**src/rtl/sw_input_port_pkg.sv**
```systemverilog
// Shared constants and encodings for the switch input port and its debouncer.
package sw_input_port_pkg;

    localparam int unsigned DB_CNT_DEFAULT = 1000000;
    localparam int unsigned RD_W           = 32;

    typedef enum logic {
        SEL_LEVEL = 1'b0,
        SEL_EVENT = 1'b1
    } sel_e;

endpackage

```
**src/rtl/sw_input_port_debounce_bit.sv**
```systemverilog
// One switch bit: 2-FF synchroniser, persistence counter and accepted level.
module sw_debounce_bit
    import sw_input_port_pkg::*;
#(
    parameter int unsigned DB_CNT = DB_CNT_DEFAULT,
    parameter int unsigned CNT_W  = 20
) (
    input  logic clk,
    input  logic rst,
    input  logic raw_in,
    output logic stable_out,
    output logic change_out
);

    localparam logic [CNT_W-1:0] CNT_LAST = CNT_W'(DB_CNT - 1);

    logic             s1_q, s1_d;
    logic             s2_q, s2_d;
    logic             stable_q, stable_d;
    logic [CNT_W-1:0] cnt_q, cnt_d;
    logic             change;

    always_comb begin
        s1_d     = raw_in;
        s2_d     = s1_q;
        stable_d = stable_q;
        cnt_d    = '0;
        change   = 1'b0;
        // Any sample matching the accepted level restarts the persistence count.
        if (s2_q != stable_q) begin
            if (cnt_q == CNT_LAST) begin
                stable_d = s2_q;
                change   = 1'b1;
            end else begin
                cnt_d = cnt_q + CNT_W'(1);
            end
        end
    end

    always_ff @(posedge clk) begin
        if (rst) begin
            s1_q     <= 1'b0;
            s2_q     <= 1'b0;
            stable_q <= 1'b0;
            cnt_q    <= '0;
        end else begin
            s1_q     <= s1_d;
            s2_q     <= s2_d;
            stable_q <= stable_d;
            cnt_q    <= cnt_d;
        end
    end

    assign stable_out = stable_q;
    assign change_out = change;

endmodule

```
**src/rtl/sw_input_port.sv**
```systemverilog
// Debounced switch input port: sticky per-bit change events and a registered,
// read-to-clear CPU read port selecting level or event view.
module sw_input_port
    import sw_input_port_pkg::*;
#(
    parameter int unsigned WIDTH  = 16,
    parameter int unsigned DB_CNT = DB_CNT_DEFAULT,
    parameter int unsigned CNT_W  = 20
) (
    input  logic             clkIn,
    input  logic             resetIn,
    input  logic [WIDTH-1:0] sw_raw,
    input  logic             ReadIn,
    input  logic             SelIn,
    output logic [RD_W-1:0]  DataOut,
    output logic             EventOut
);

    logic [WIDTH-1:0] stable;
    logic [WIDTH-1:0] change;

    for (genvar i = 0; i < WIDTH; i++) begin : g_db
        sw_debounce_bit #(
            .DB_CNT (DB_CNT),
            .CNT_W  (CNT_W)
        ) u_db (
            .clk        (clkIn),
            .rst        (resetIn),
            .raw_in     (sw_raw[i]),
            .stable_out (stable[i]),
            .change_out (change[i])
        );
    end

    logic [WIDTH-1:0] event_q, event_d;
    logic [RD_W-1:0]  data_q, data_d;
    logic [WIDTH-1:0] rd_word;
    logic [WIDTH-1:0] clr_mask;
    sel_e             sel;

    always_comb begin
        sel      = sel_e'(SelIn);
        rd_word  = (sel == SEL_EVENT) ? event_q : stable;
        data_d   = data_q;
        clr_mask = '0;
        if (ReadIn) begin
            data_d = RD_W'(rd_word);
            if (sel == SEL_EVENT) begin
                clr_mask = event_q;
            end
        end
        // A change landing on the clearing edge survives: set wins over clear.
        event_d = (event_q & ~clr_mask) | change;
    end

    always_ff @(posedge clkIn) begin
        if (resetIn) begin
            event_q <= '0;
            data_q  <= '0;
        end else begin
            event_q <= event_d;
            data_q  <= data_d;
        end
    end

    assign DataOut  = data_q;
    assign EventOut = |event_q;

endmodule

```
**config.mk**
```make
export PLATFORM = sky130hd
export DESIGN_NAME = sw_input_port
export DESIGN_NICKNAME = d
export VERILOG_FILES = /design/src/rtl/sw_input_port_pkg.sv /design/src/rtl/sw_input_port_debounce_bit.sv /design/src/rtl/sw_input_port.sv
export SDC_FILE = /design/constraint.sdc
export NUM_CORES = 1
export LEC_CHECK = 0
export CAP_MARGIN = 20
export CORE_MARGIN = 3
export CORE_UTILIZATION = 61
export DETAILED_ROUTE_END_ITERATION = 12
export GPL_TIMING_DRIVEN = 0
export PLACE_DENSITY = 0.88
export SLEW_MARGIN = 20
export SYNTH_ARGS = -nofsm -noshare
export SYNTH_HDL_FRONTEND = slang
export SYNTH_HIERARCHICAL = 1
export SYNTH_SLANG_ARGS = --single-unit
```
**constraint.sdc**
```tcl
create_clock -name clkIn -period 4.6 [get_ports clkIn]
set_clock_uncertainty 0.1 [all_clocks]
set_input_delay 1.15 -clock clkIn [delete_from_list [all_inputs] [get_ports clkIn]]
set_output_delay 1.15 -clock clkIn [all_outputs]
set_load 0.01 [all_outputs]
```
==> results_dict.tcl <==
set metrics [dict create \
    synthFlopType "dfxtp_1" \
    drv_slew 0 \
    vias_per_cell 5.706 \
    p_leak_nw 5.793 \
    finalHoldViolCount 0 \
    grt_pass1_vias 13880 \
    drive_above_1_share 0.07182 \
    antennaDiodeCount 0 \
    die_y_um 175.8 \
    async_reset_ff_frac 0 \
    worstMarginPinSlew_ns 0.6776 \
    cts_setup_buffers 0 \
    worstSetupEndpointType "output port" \
    postLayoutCoreUtil 0.7060 \
    hold_path.startpoint "g_db[0].u_db/s1_q" \
    ios 53 \
    postCtsHoldBufs 0 \
    r2r_start "g_db[6].u_db/cnt_q[0]" \
    coreArea_um2 28090 \
    num-nets-final 2178 \
    hold_path_depth 1 \
    reg2reg_slack_ns 2.44 \
    routabilityCongestion 0.8286 \
    root_buffer "clkbuf_16" \
    h-tree-depth 2 \
    finalWirelength_um 36500 \
    grt_pass1_wl_um 61780 \
    start_util 0.6259 \
    drc 0 \
    die-area_um2 30890 \
    crit_type "flip-flop to output port" \
    path_max_fanout 3 \
    io_buffers 34 \
    clockBufferDepth 3 \
    synthesis.area_um2 17580 \
    ys_warn_count 6 \
    yosysSeqAreaShare 0.4555 \
    antenna_found_initial 0 \
    synth.avg_cell_area_um2 8.579 \
    ys_ff_latch 400 \
    cts_sinks 400 \
    dr.first_iter.drc_count 795 \
    fin_crit_sh 0.7034 \
    area_growth_pct 12.80 \
    fmax_mhz 309.1 \
    dp_hpwl_um 25320 \
    cts_made_buffers 41 \
    required_ns 3.35 \
    whs_endpoint "g_db[0].u_db/s2_q" \
    rsz0062_at_grt "no" \
    synthCells 2049 \
    num_vias 14550 \
    hp-class "flip-flop to flip-flop" \
    slew_headroom 0.5441 \
    r2r-end "g_db[6].u_db/cnt_q[18]" \
    arrival_ns 1.99 \
    placed_cell_area_um2 18470 \
    route.detailed.wl_per_inst_um 14.31 \
    setup-violations-final 0 \
    netlist.area_leader.share 0.4555 \
    synth_edf_count 0 \
    outcome "completed" \
    synthTopCellsByCount "dfxtp_1, nor2_1, xnor2_1" \
    startpoint "event_q[14]" \
    ir_worst_vdd_uv 280.1 \
    row_count 61 \
    synth_area_leader_cell "dfxtp_1" \
    clkLatencyLatePin_ns 0.53 \
    overflow 0 \
    fin_area_um2 19830 \
    clk_pin_slew_ns 0.06 \
    r2r_cells 6 \
    grt_max_degree 63 \
    grt_usage 0.2308 \
    fp.dieW_um 175.8 \
    cts_tree "built" \
    ys_types 42 \
    ant_nets 0 \
    synth_most_common_cell "dfxtp_1" \
    ctsResizeCount 0 \
    fin_crit_ns 3.236 \
    synth_area_leaders "dfxtp_1, xnor2_1, nor2_1, or3_1, o21ai_0" \
    start_kind "flip-flop" \
    drt-pass1-iter-count 6 \
    maxCapViolCount 0 \
    finalSetupTns_ns 0 \
    power.density_nw_per_um2 351.4 \
]
## flip-flops by register name, summed over array words and instances, names as in the netlist
register              count
g_db.u_db/cnt_q         320
g_db.u_db/stable_out     16
event_q                  16
DataOut                  16
g_db.u_db/s1_q           16
g_db.u_db/s2_q           16
## report_power, final
group	switching [W]	internal, W	total [W]
clock network	0.00132	0.00198	0.00331
logic	0.0000862	0.0000678	0.000154
registers	0.0000166	0.00349	0.00351
## stage by stage
step | power, W | std cells | worst slack (ns) | hold WS, ns
floorplan | 0.003664 | 2064 | 2.627 | 0.3138
global placement | 0.003727 | 2476 | -0.2028 | 0.3174
detailed placement | 0.003733 | 2477 | 1.980 | 0.3217
CTS | 0.007024 | 2550 | 1.406 | 0.3414
global route | 0.007179 | 2550 | 1.364 | 0.3549
finish | 0.006968 | 2550 | 1.364 | 0.3369
## worst max-delay path by stage
| stage | end | slack (ns) | cells after the start |
|---|---|---|---|
| after floorplan | EventOut | 2.63 | 2 |
| after global placement | g_db[9].u_db/cnt_q[12] | -0.20 | 5 |
| after detailed placement | EventOut | 1.98 | 3 |
| after CTS | EventOut | 1.41 | 3 |
| after global routing | EventOut | 1.36 | 3 |
| final | EventOut | 1.36 | 3 |
## area by class of cell
class,count,area (um2)
multi-input combinational,1494,8841
buffer,90,486.7
tap,378,473.0
sequential,400,8008
fill,2140,8257
clock buffer,64,1255
timing repair buffer,35,365.4
inverter,80,300.3
clock inverter,9,101.3
## layer usage
| layer | up-vias | GRT usage | part of all wire |
|---|---|---|---|
| li1 | 7294 | - | - |
| met1 | 6906 | 0.2834 | 0.44 |
| met2 | 289 | 0.4187 | 0.50 |
| met3 | 62 | 0.03437 | 0.044 |
| met4 | 0 | 0.06796 | 0.021 |
| met5 | - | 0 | 0 |
## critical path, cell delays in order (launching register included)
cell and delay [ns]:
dfxtp_1 0.33, nor4_1 0.41, nand4_1 0.15, clkdlybuf4s50_1 0.57
## cells in the final DEF (no fill, tap or decap), types with 16 or more instances in the layout
master,instances
nor4_1,53
nand2_1,141
dfxtp_1,400
a21boi_0,16
conb_1,16
a21oi_1,123
mux2i_1,16
a211oi_1,17
or3_1,122
nand3_1,64
or4_1,30
nor3_1,52
and3_1,18
xor2_1,16
ha_1,16
nand4_1,65
o21ai_0,137
clkbuf_1,45
clkdlybuf4s50_1,33
nor2_1,264
clkbuf_16,43
nor2b_1,47
buf_2,33
buf_4,19
inv_1,80
xnor2_1,179
## kinds of logic after synthesis
logic type,share of synthesized area
flip-flops,0.4555
buffers and inverters,0.04477
AND/OR/NAND/NOR,0.2827
multiplexers,0.009110
AO/OA/AOI/OAI,0.09915
other,0.0002133
adder cells (fa/ha/maj),0.01139
XOR/XNOR,0.09715
(Power assumes the default switching activity.)
